`src/rtl/transfer.sv`:
```
// Four-channel word-to-UART framer: fixed-priority grant, then a 5-byte 8N1 frame
// (header A0|chan, then the latched word LSB first) at BAUD_PRESCALER clocks per bit.
module transfer #(
  parameter int unsigned BAUD_PRESCALER = 104
) (
  input  logic         i_clk,
  input  logic         _rst,
  input  logic [127:0] data_in,
  input  logic [3:0]   available,
  output logic [3:0]   read,
  output logic         tx,
  output logic         busy
);

  localparam int unsigned CW = (BAUD_PRESCALER > 2) ? $clog2(BAUD_PRESCALER) : 1;
  localparam logic [CW-1:0] BAUD_LAST = CW'(BAUD_PRESCALER - 1);

  typedef enum logic [1:0] {IDLE, START, DATA, STOP} state_t;

  state_t        state;
  logic [CW-1:0] baud;
  logic [2:0]    bit_cnt;
  logic [2:0]    byte_idx;
  logic [31:0]   word;
  logic [1:0]    chan;

  logic [1:0]    gnt_c;
  logic [7:0]    cur_byte_c;
  logic          baud_done_c;

  // Fixed priority: lowest set index wins.
  always_comb begin
    gnt_c = 2'd0;
    for (int i = 3; i >= 0; i--) begin
      if (available[i]) gnt_c = 2'(i);
    end
  end

  always_comb begin
    cur_byte_c = 8'h00;
    case (byte_idx)
      3'd0:    cur_byte_c = 8'hA0 | {6'd0, chan};
      3'd1:    cur_byte_c = word[7:0];
      3'd2:    cur_byte_c = word[15:8];
      3'd3:    cur_byte_c = word[23:16];
      default: cur_byte_c = word[31:24];
    endcase
  end

  assign baud_done_c = (baud == BAUD_LAST);

  // tx is updated on the same edge as the state so each bit holds exactly one baud period.
  always_ff @(posedge i_clk) begin
    if (!_rst) begin
      state    <= IDLE;
      baud     <= '0;
      bit_cnt  <= 3'd0;
      byte_idx <= 3'd0;
      word     <= 32'd0;
      chan     <= 2'd0;
      read     <= 4'd0;
      tx       <= 1'b1;
      busy     <= 1'b0;
    end else begin
      read <= 4'd0;
      case (state)
        IDLE: begin
          baud <= '0;
          tx   <= 1'b1;
          busy <= 1'b0;
          if (|available) begin
            chan     <= gnt_c;
            word     <= data_in[{gnt_c, 5'd0} +: 32];
            read     <= 4'b0001 << gnt_c;
            byte_idx <= 3'd0;
            bit_cnt  <= 3'd0;
            state    <= START;
            tx       <= 1'b0;
            busy     <= 1'b1;
          end
        end
        START: begin
          if (baud_done_c) begin
            baud    <= '0;
            bit_cnt <= 3'd0;
            state   <= DATA;
            tx      <= cur_byte_c[0];
          end else begin
            baud <= baud + CW'(1);
          end
        end
        DATA: begin
          if (baud_done_c) begin
            baud <= '0;
            if (bit_cnt == 3'd7) begin
              state <= STOP;
              tx    <= 1'b1;
            end else begin
              bit_cnt <= bit_cnt + 3'd1;
              tx      <= cur_byte_c[bit_cnt + 3'd1];
            end
          end else begin
            baud <= baud + CW'(1);
          end
        end
        default: begin
          if (baud_done_c) begin
            baud <= '0;
            if (byte_idx < 3'd4) begin
              byte_idx <= byte_idx + 3'd1;
              state    <= START;
              tx       <= 1'b0;
            end else begin
              state <= IDLE;
              tx    <= 1'b1;
              busy  <= 1'b0;
            end
          end else begin
            baud <= baud + CW'(1);
          end
        end
      endcase
    end
  end

endmodule

```
`config.mk`:
```
export PLATFORM = sky130hd
export DESIGN_NAME = transfer
export DESIGN_NICKNAME = d
export VERILOG_FILES = /design/src/rtl/transfer.sv
export SDC_FILE = /design/constraint.sdc
export NUM_CORES = 1
export LEC_CHECK = 0
export ABC_AREA = 1
export CORE_MARGIN = 4
export CORE_UTILIZATION = 45
export DETAILED_ROUTE_END_ITERATION = 8
export GPL_ROUTABILITY_DRIVEN = 0
export GPL_TIMING_DRIVEN = 0
export PLACE_DENSITY = 0.91
export SETUP_SLACK_MARGIN = 0.2
export SLEW_MARGIN = 15
export SYNTH_ARGS = -nofsm -noshare
export SYNTH_HDL_FRONTEND = slang
export SYNTH_SLANG_ARGS = --single-unit
export TNS_END_PERCENT = 5
```
`constraint.sdc`:
```
create_clock -name i_clk -period 2.4 [get_ports i_clk]
set_input_delay 0.6 -clock i_clk [delete_from_list [all_inputs] [get_ports i_clk]]
set_output_delay 0.6 -clock i_clk [all_outputs]
set_load 0.02 [all_outputs]
```
==> impl_metrics.ini <==
[outcome]
outcome = completed

[final_layout]
layout-drive-gt1-share_pct = 6.570
fill_cells = 721
areaGrowthSynthToFinish_pct = 43.06
fin_nets = 906
antennaDiodeCount = 0
fin_util_pct = 65.75

[yosys]
synth_most_common_cell = nand2_1
synth_area_leader_cell = dfxtp_1
synth_nets = 759
synth_top_area_share_pct = 29.30
synth.distinct_cells = 31
ys_top_cells_by_count = 148 x nand2_1, 95 x nor2_1, 93 x inv_1
avgSynthCellArea_um2 = 6.129
synth_edf_count = 0
netlist_area_um2 = 3757
synth_ff_type = dfxtp_1
ys_seq_elements = 55
synthCells = 613
synth_area_leaders = dfxtp_1 29%, nand2_1 15%, nand3_1 10%
ys_seq_area_share_pct = 29.30
ys_async_sr_fraction_pct = 0
ys_warn_count = 0

[clock_network]
root_buffer = clkbuf_8
clkTransAtPathRegs_ns = 0.10
holdBufCountCts = 0
clock_path_buffers = 2
cts.sinks = 55
htreeDepth = 2
cts_tree = yes
worstSkewPairLatency_ns = 0.32
cts_buffers = 5

[place]
dp_hpwl_mm = 9.612
port_buffers = 138

[setup_path]
crit_type = in2reg
arrival_ns = 2.28
worstSetupStartpointType = primary input
end_kind = flop
cp_max_fo = 6
crit_slowest_cell = clkdlybuf4s50_1
cp_slowest_stage_delay_ns = 0.43
required_ns = 2.62
crit_chain = clkdlybuf4s50_1, nor2_1, nand3_1, inv_2, nand2_1, o21ai_0, nand3b_1, a21oi_1, a211oi_1

[global_route]
grt_pass1_vias = 4424
gr-total-overflow = 0
antenna_found_initial = 0
grt_max_degree = 17
grt_use_total_pct = 23.84
grt_pass1_wl_mm = 19.51

[timing]
whs_ns = 0.4619
fin_crit_ns = 2.064
hold_viol = 0
finalCritPeriodShare_pct = 86.00
worst_pin_slew_ns = 0.5469
rsz0062_at_grt = true
finClkSkew_ns = 0.008037
setup_viol = 0
max_freq_mhz = 484.5
relSlewSlack_pct = 63.54
slew_violations = 0
tns_ns = 0

[route]
wl_mm = 12.04
post_drt_via_cell_ratio = 5.182
ant_nets = 0
drtIter0Drc = 276
drc_errors = 0
dr.pass1.iters = 5
wire_per_inst_um = 13.90
vias = 4488

[flow_run]
drv_cap = 0

[pwr]
p_leak_uw = 0.002554
vdd_ir_drop_max_v = 0.0003883
fin_total_pwr_uw = 3990
p_per_area_nw_per_um2 = 742.3

[floorplanning]
num_io_pins = 140
start_util_pct = 45.96
fp.coreArea_um2 = 8175
die_width_um = 99.38
die_area_um2 = 9875
rows = 33
die_h_um = 99.38

[min_path]
hold_path_class = reg2reg
==> through the flow <==
| step | setup WS (ns) | instances | cell area (µm²) |
|---|---|---|---|
| 2_1_floorplan | 0.6239 | 613 | 3757 |
| 3_3_place_gp | 0.01412 | 856 | 5270 |
| 3_5_place_dp | -0.03931 | 856 | 5270 |
| 4_1_cts | 0.2946 | 864 | 5355 |
| 5_1_grt | 0.1760 | 866 | 5375 |
| 6_report | 0.3360 | 866 | 5375 |
==> timing repair <==
action,4_1_cts,5_1_grt
buffers inserted,0,2
setup endpoints to repair,0,4
gates resized for setup,0,5
==> where the power goes <==
group          leakage (µW)  internal (µW)  total [µW]  switching, µW
clock             0.0000412            205         507            302
combinational       0.00206            887        2170           1280
sequential         0.000453           1160        1320            154
==> cells by family (layout without fill, tap and decap cells) <==
family | after synthesis | in the layout | share of synthesized area [%]
flops | 55 | 55 | 29.30
compound gates | 69 | 69 | 12.89
fa+ha+maj | 12 | 12 | 3.996
xor+xnor | 4 | 4 | 0.9323
simple gates | 336 | 336 | 37.30
buf+inv | 137 | 285 | 15.58
==> critical path, delay by kind of cell <==
kind	cells	cell delay [ns]
buffers and inverters	2	0.53
AND/OR/NAND/NOR	4	0.71
AO/OA/AOI/OAI	3	0.45
==> layout make-up <==
type / instances / area, µm² / area share (%)
Clock buffer: 6 / 72.57 / 1.350
Multi-Input combinational cell: 421 / 2071 / 38.52
Tap cell: 105 / 131.4 / 2.444
Sequential cell: 55 / 1102 / 20.51
Buffer: 37 / 206.4 / 3.841
Clock inverter: 2 / 12.51 / 0.2328
Inverter: 100 / 382.9 / 7.123
Timing Repair Buffer: 140 / 1396 / 25.98
==> cells in the final DEF, fill, tap and decap left out, types with 6 or more instances in the layout <==
cell type        count
inv_2                6
nor2_1              95
inv_1               93
buf_2               18
clkbuf_1            11
nand2_1            148
o311ai_1            32
clkdlybuf4s50_1    138
dfxtp_1             54
a21oi_1             14
o21ai_0             11
nand3_1             78
ha_1                12
==> registers in the layout, summed over array words and instances, names as in the netlist <==
register / count
word: 32
tx: 1
chan: 2
baud: 7
busy: 1
bit_cnt: 3
state: 2
byte_idx: 3
read: 4
==> layer usage <==
layer  GRT usage [%]  share of wire, %  vias up
met5               0                 0        -
met4           5.147               1.7        0
met3           4.769               8.3       16
met2           44.94                50      206
met1           27.64                40     2017
li1                -                 -     2249
==> worst paths after layout <==
| kind | startpoint | to | slack, ns | cells after the start |
|---|---|---|---|---|
| max | available[3] | byte_idx[0] | 0.34 | 9 |
| min | baud[0] | baud[0] | 0.46 | 1 |
| max reg2reg | byte_idx[2] | tx | 0.40 | 19 |
| min reg2reg | baud[0] | baud[0] | 0.46 | 1 |
Note: power is estimated with default switching activity, not from simulation.
